$ cat config.mk
export PLATFORM = sky130hd
export DESIGN_NAME = seven_segment_monitor
export DESIGN_NICKNAME = d
export VERILOG_FILES = /design/src/rtl/seven_segment_monitor.sv
export SDC_FILE = /design/constraint.sdc
export NUM_CORES = 1
export LEC_CHECK = 0
export ABC_AREA = 1
export CORE_UTILIZATION = 54
export CTS_BUF_LIST = sky130_fd_sc_hd__clkbuf_8
export CTS_CLUSTER_SIZE = 8
export DETAILED_ROUTE_END_ITERATION = 10
export PLACE_DENSITY_LB_ADDON = 0.2
export SETUP_SLACK_MARGIN = 0.02
export SYNTH_ARGS = -nofsm -noshare
export SYNTH_HDL_FRONTEND = slang
export SYNTH_SLANG_ARGS = --single-unit
$ cat constraint.sdc
create_clock -name i_Clk -period 3.2 [get_ports i_Clk]
set_input_delay 0.48 -clock i_Clk [delete_from_list [all_inputs] [get_ports i_Clk]]
set_output_delay 0.48 -clock i_Clk [all_outputs]
set_load 0.005 [all_outputs]
$ cat src/rtl/seven_segment_monitor.sv
// Seven-segment receive monitor: synchronizes one digit's segment lines,
// filters transients and decodes each newly stable glyph to a hex nibble.
module seven_segment_monitor #(
   parameter int STABLE_CYCLES = 4,
   parameter bit ACTIVE_LOW    = 1'b1
) (
   input  logic       i_Clk,
   input  logic       i_Reset,
   input  logic       i_Segment_A,
   input  logic       i_Segment_B,
   input  logic       i_Segment_C,
   input  logic       i_Segment_D,
   input  logic       i_Segment_E,
   input  logic       i_Segment_F,
   input  logic       i_Segment_G,
   output logic [3:0] o_Nibble,
   output logic       o_Valid,
   output logic       o_Error,
   output logic       o_Blank,
   output logic [7:0] o_Change_Count
);

   localparam logic [7:0] STABLE_LAST = 8'(STABLE_CYCLES);

   typedef enum logic {SETTLING, STABLE} state_t;

   logic [6:0] seg_raw;
   logic [6:0] seg_lit;
   logic [6:0] sync1;
   logic [6:0] sync2;
   logic [6:0] r_Last;
   logic [6:0] r_Accepted;
   logic [7:0] r_Count;
   state_t     r_State;
   logic       glyph_ok;
   logic [3:0] glyph_val;

   assign seg_raw = {i_Segment_A, i_Segment_B, i_Segment_C, i_Segment_D,
                     i_Segment_E, i_Segment_F, i_Segment_G};
   assign seg_lit = ACTIVE_LOW ? ~seg_raw : seg_raw;

   // Bit 6 is segment A, bit 0 is segment G; 1 = lit.
   always_comb begin
      glyph_ok  = 1'b1;
      glyph_val = 4'h0;
      unique case (sync2)
         7'h7E:   glyph_val = 4'h0;
         7'h30:   glyph_val = 4'h1;
         7'h6D:   glyph_val = 4'h2;
         7'h79:   glyph_val = 4'h3;
         7'h33:   glyph_val = 4'h4;
         7'h5B:   glyph_val = 4'h5;
         7'h5F:   glyph_val = 4'h6;
         7'h70:   glyph_val = 4'h7;
         7'h7F:   glyph_val = 4'h8;
         7'h7B:   glyph_val = 4'h9;
         7'h77:   glyph_val = 4'hA;
         7'h1F:   glyph_val = 4'hB;
         7'h4E:   glyph_val = 4'hC;
         7'h3D:   glyph_val = 4'hD;
         7'h4F:   glyph_val = 4'hE;
         7'h47:   glyph_val = 4'hF;
         default: glyph_ok  = 1'b0;
      endcase
   end

   always_ff @(posedge i_Clk) begin
      if (i_Reset) begin
         sync1          <= '0;
         sync2          <= '0;
         r_Last         <= '0;
         r_Accepted     <= '0;
         r_Count        <= '0;
         r_State        <= STABLE;
         o_Nibble       <= '0;
         o_Valid        <= 1'b0;
         o_Error        <= 1'b0;
         o_Blank        <= 1'b1;
         o_Change_Count <= '0;
      end else begin
         sync1   <= seg_lit;
         sync2   <= sync1;
         r_Last  <= sync2;
         o_Valid <= 1'b0;
         o_Error <= 1'b0;
         if (sync2 != r_Last) begin
            r_Count <= '0;
            r_State <= SETTLING;
         end else if (r_State == SETTLING) begin
            r_Count <= r_Count + 8'd1;
            if (r_Count + 8'd1 == STABLE_LAST) begin
               r_State <= STABLE;
               // A glitch that settles back to the prior pattern is silent.
               if (sync2 != r_Accepted) begin
                  r_Accepted <= sync2;
                  if (sync2 == '0) begin
                     o_Blank <= 1'b1;
                  end else if (glyph_ok) begin
                     o_Nibble <= glyph_val;
                     o_Valid  <= 1'b1;
                     o_Blank  <= 1'b0;
                     if (o_Change_Count != 8'hFF)
                        o_Change_Count <= o_Change_Count + 8'd1;
                  end else begin
                     o_Error <= 1'b1;
                     o_Blank <= 1'b0;
                  end
               end
            end
         end
      end
   end

endmodule
**After elaboration in Yosys (flattened, before gate mapping)**

Index checks and enable logic that the tools add are counted.

- Register bits after elaboration: 52
- Latch bits: 0
- RAM bits: 0
- ROM bits: 0
- Input bits: 9
- Output and inout bits: 15
- Word-level logic and storage cells: 54
- Memories kept: 0

- Add/subtract/negate cells: 2
- $mul: 0
- Divide/modulo/power cells: 0
- Order comparisons: 0
- Eq/ne operators: 20
- Shift-type cells: 0
- Muxes and demuxes: 8
- Bitwise operators: 6
- Reductions and logical operators: 7

Operator list:

| kind | count |
|---|---|
| $eq 7x7->1 const B | 12 |
| $pmux 4 s15 | 1 |
| $eq 7x6->1 const B | 3 |
| $add 8x1->8 const B | 2 |
| $reduce_or 16->1 | 1 |
| $ne 7x7->1 | 2 |
| $eq 8x3->1 const B | 1 |
| $ne 8x8->1 const B | 1 |
| $eq 7x5->1 const B | 1 |
| $logic_not 7->1 | 1 |
| $mux 1 | 7 |
| $not 7->7 | 1 |
| $reduce_and 7->1 | 1 |
| $reduce_and 6->1 | 1 |
| $reduce_or 6->1 | 1 |
| $not 1->1 | 5 |
| $reduce_and 4->1 | 1 |
| $reduce_or 2->1 | 1 |

**Longest topological paths before layout**

- Word-level depth: 5
- Mapped depth: 15
- Gate-level depth less buffers: 13

**Least setup slack after synthesis**

No wires, ideal clock.

- Kind: register -> register
- Start point: register r_Count[0]
- End point: register o_Change_Count[7]
- Setup time: 0.128 ns
- Arrival time: 1.620 ns
- Required time: 3.072 ns
- Slack: 1.452 ns
- Cell stages (with the launch flop): 13
- Buffers on the path: 1
- Clock period less this slack: 1.748 ns
- Cell sequence: dfxtp_1 -> ha_1 -> nand2_1 -> inv_1 -> nor2_1 -> nand3_1 -> nor2_1 -> nand3_4 -> nor2_8 -> buf_8 -> nand4_1 -> nand2_1 -> nor2_1

- Longest elaborated chain between the ends: 3

RTL lines:

| item | line | RTL |
|---|---|---|
| start: declaration | 33 | `logic [7:0] r_Count;` |
| start signal: assignment | 90 | `r_Count <= r_Count + 8'd1;` |
| $add 8x1->8 | 91 | `if (r_Count + 8'd1 == STABLE_LAST) begin` |
| $eq 8x3->1 | 91 |  |
| $reduce_and 7->1 (no source line) | n/a |  |
| end signal: assignment | 103 | `o_Change_Count <= o_Change_Count + 8'd1;` |
| end: declaration | 20 | `output logic [7:0] o_Change_Count` |

Every way passes these cells.
A chain may end at the register's enable or synchronous reset.

**Final worst setup path**

- Start point: register r_Count[0]
- End point: register r_Accepted[0]

- Longest elaborated chain between the ends: 3

RTL lines:

| item | line | RTL |
|---|---|---|
| $add 8x1->8 | 91 |  |
| $eq 8x3->1 | 91 |  |
| $reduce_and 4->1 (no source line) | n/a |  |
| end signal: assignment | 95 | `r_Accepted <= sync2;` |
| end: declaration | 32 | `logic [6:0] r_Accepted;` |

Every way passes these cells.

==> out/qor.csv <==
stage;metric;value;unit
placement;portBuffers;23;
synthesis;ys_async_sr_fraction;0;
synthesis;yosys.area.top_type;dfxtp_1;
clock_network;clock_sinks;52;
synthesis;syn_avg_cell_area;6.987;µm²
synthesis;synthCells;375;
placement;post-dp-hpwl;3756;µm
clock_network;numCtsBuffers;5;
global_routing;grt_pass1_wl;8983;µm
clock_network;path_clk_slew;90;ps
global_routing;antenna_found_initial;0;
synthesis;synth_edf_count;0;
floorplanning;dieHeight;71.66;µm
clock_network;post_cts_buffers;0;
synthesis;yosys-top-cells-area;dfxtp_1, nand2_1, nor2_1, inv_1, xnor2_1;
synthesis;synth_top_area_share;0.3973;
worst_setup_path;crit_required;3430;ps
drt;ant_nets;0;
final_layout;area_growth;11.51;%
synthesis;ys_types;30;
clock_network;root_buffer;clkbuf_8;
worst_hold_path;min_path_type;reg2reg;
run;cap_violations;0;
global_routing;overflow;0;
sta;slew_viol_final;0;
final_layout;final_area;2922;µm²
clock_network;ctsResizeCount;0;
clock_network;htreeDepth;2;
drt;num_vias;2249;
sta;finalSetupViolations;0;
sta;clock_skew;7.738;ps
sta;hold_viol_final;0;
global_routing;gr-usage-all-layers;0.2205;
power_and_ir_drop;cellLeakagePower;1.222;nW
floorplanning;start_util;0.5817;
placement;place_area;2810;µm²
clock_network;cts_tree;built;
final_layout;diodes;0;
sta;fmax;468.3;MHz
sta;tightest_slew;506.3;ps
drt;drtPass1Iterations;7;
outcome;status;complete, no violations;
placement;pre_cts_slack;1099;ps
synthesis;synth_common_cells;nand2_1, nor2_1, dfxtp_1, inv_1;
sta;grt_setup_unrepaired;false;
power_and_ir_drop;power_density;410.7;nW/µm²
synthesis;synth_ff_type;dfxtp_1;
worst_setup_path;crit_arrival;2370;ps
floorplanning;rows;24;
floorplanning;core;4504;µm²
placement;gp_congestion;0.9646;
clock_network;clk_latency;300;ps
synthesis;synth_seq_cells;52;
drt;drt_iter0_drc;141;
floorplanning;die_area;5134;µm²
sta;setup_ws;1065;ps
final_layout;fin_nets;403;
floorplanning;dieWidth;71.66;µm
floorplanning;io_pins;24;
final_layout;drive_gt1_frac;0.09184;
clock_network;clk_path_buf_depth;2;
drt;route.detailed.wl_per_inst;11.41;µm
worst_setup_path;cp_max_fo;15;
synthesis;yosysMostFrequentCell;nand2_1;
sta;slew_headroom;0.6621;
worst_setup_path;crit_type;reg2reg;
drt;wl;5067;µm
worst_setup_path;startpoint_type;register;
synthesis;ys_warn_count;0;
synthesis;synth_area;2620;µm²
placement;dp_cells;436;
global_routing;grt_max_degree;29;
final_layout;finalNonFillerCells;444;
synthesis;yosysSeqAreaShare;0.3973;
sta;fin_setup_tns;0;ps
drt;drc;0;
global_routing;grt_pass1_vias;2124;
worst_setup_path;endpoint_kind;register;
sta;fin_crit_sh;0.6673;
power_and_ir_drop;irDropWorstVdd;0.0003198;V
sta;period_needed;2135;ps
synthesis;synth_nets;387;
final_layout;n_fill_cell;404;
drt;via_per_inst;5.065;
clock_network;postCtsHoldBufs;0;
## placed cells by master (no fill, tap or decap), types with 2 or more instances in the layout
cell type	netlist	routed
inv_1	37	37
nand2_2	5	5
nand2_1	96	96
ha_1	3	3
nand4_1	12	12
a21oi_1	16	16
nand3_2	3	3
clkdlybuf4s50_1	0	23
nand2_4	2	2
nor2_1	70	70
clkbuf_8	0	5
inv_2	6	6
nor2_2	5	5
xnor2_1	12	12
clkinv_2	1	2
o21ai_0	7	7
nand3_1	16	16
nor3_1	5	5
nor2_4	2	2
xor2_1	3	3
dfxtp_1	52	52
## worst paths after layout
check	from	endpoint	slack, ps	cells past startpoint
worst min register to register	sync1[2]$_SDFF_PP0_	sync2[2]$_SDFF_PP0_	410	2
worst max register to register	r_Count[0]$_SDFFE_PP0N_	r_Accepted[0]$_SDFFE_PP0P_	1060	10
worst min-delay path	sync1[2]$_SDFF_PP0_	sync2[2]$_SDFF_PP0_	410	2
worst max-delay path	r_Count[0]$_SDFFE_PP0N_	r_Accepted[0]$_SDFFE_PP0P_	1060	10
## metal layers
metal  vias to the layer above  track usage  wire length (µm)
met3                         6      0.04219               184
li1                       1190            -                 -
met1                      1009       0.2732              2391
met4                         0      0.07407                46
met2                        44       0.3836              2444
met5                         -            0                 0
## worst max-delay path: stages (launching register included)
cell      delay, ps
dfxtp_1         440
ha_1            230
nand3_1         120
nor2_1          170
xnor2_1         240
nand3_4         140
nor2_8          250
nand2_4         150
clkinv_2        120
nand2_1          60
a21oi_1         130
## sequential cells by signal (all words and copies together) (netlist names)
signal / flops
o_Change_Count: 8
r_Count: 8
r_Accepted: 7
r_Last: 7
sync1: 7
sync2: 7
o_Nibble: 4
o_Blank: 1
o_Error: 1
o_Valid: 1
r_State: 1
## logic make-up after synthesis
kind of cell / synth area share
simple gates: 0.3825
buf+inv: 0.1065
flops: 0.3973
compound gates: 0.04919
xor+xnor: 0.05014
fa+ha+maj: 0.01433
## final cells by class
type                            count  area (µm²)  share of cell area
Multi-Input combinational cell    264        1300              0.4450
Sequential cell                    52        1041              0.3563
Timing Repair Buffer               24       237.7             0.08137
Inverter                           44       166.4             0.05696
Clock buffer                        5       68.82             0.02355
Tap cell                           52       65.06             0.02227
Clock inverter                      3       42.54             0.01456
## power by group
| part | internal (mW) | switching, mW |
|---|---|---|
| Sequential | 0.660 | 0.0186 |
| Combinational | 0.0295 | 0.0463 |
| Clock | 0.232 | 0.214 |
## per-stage QoR
step / hold WS, ps / utilization / power (mW)
after floorplan: 388.3 / - / 0.7498
after global placement: 388.9 / 0.6239 / 0.7689
after detailed placement: 393.3 / 0.6239 / 0.7698
after CTS: 406.9 / 0.6486 / 1.211
after global routing: 430.5 / 0.6486 / 1.252
final: 405.1 / 0.6486 / 1.200
(Power assumes the default switching activity.)
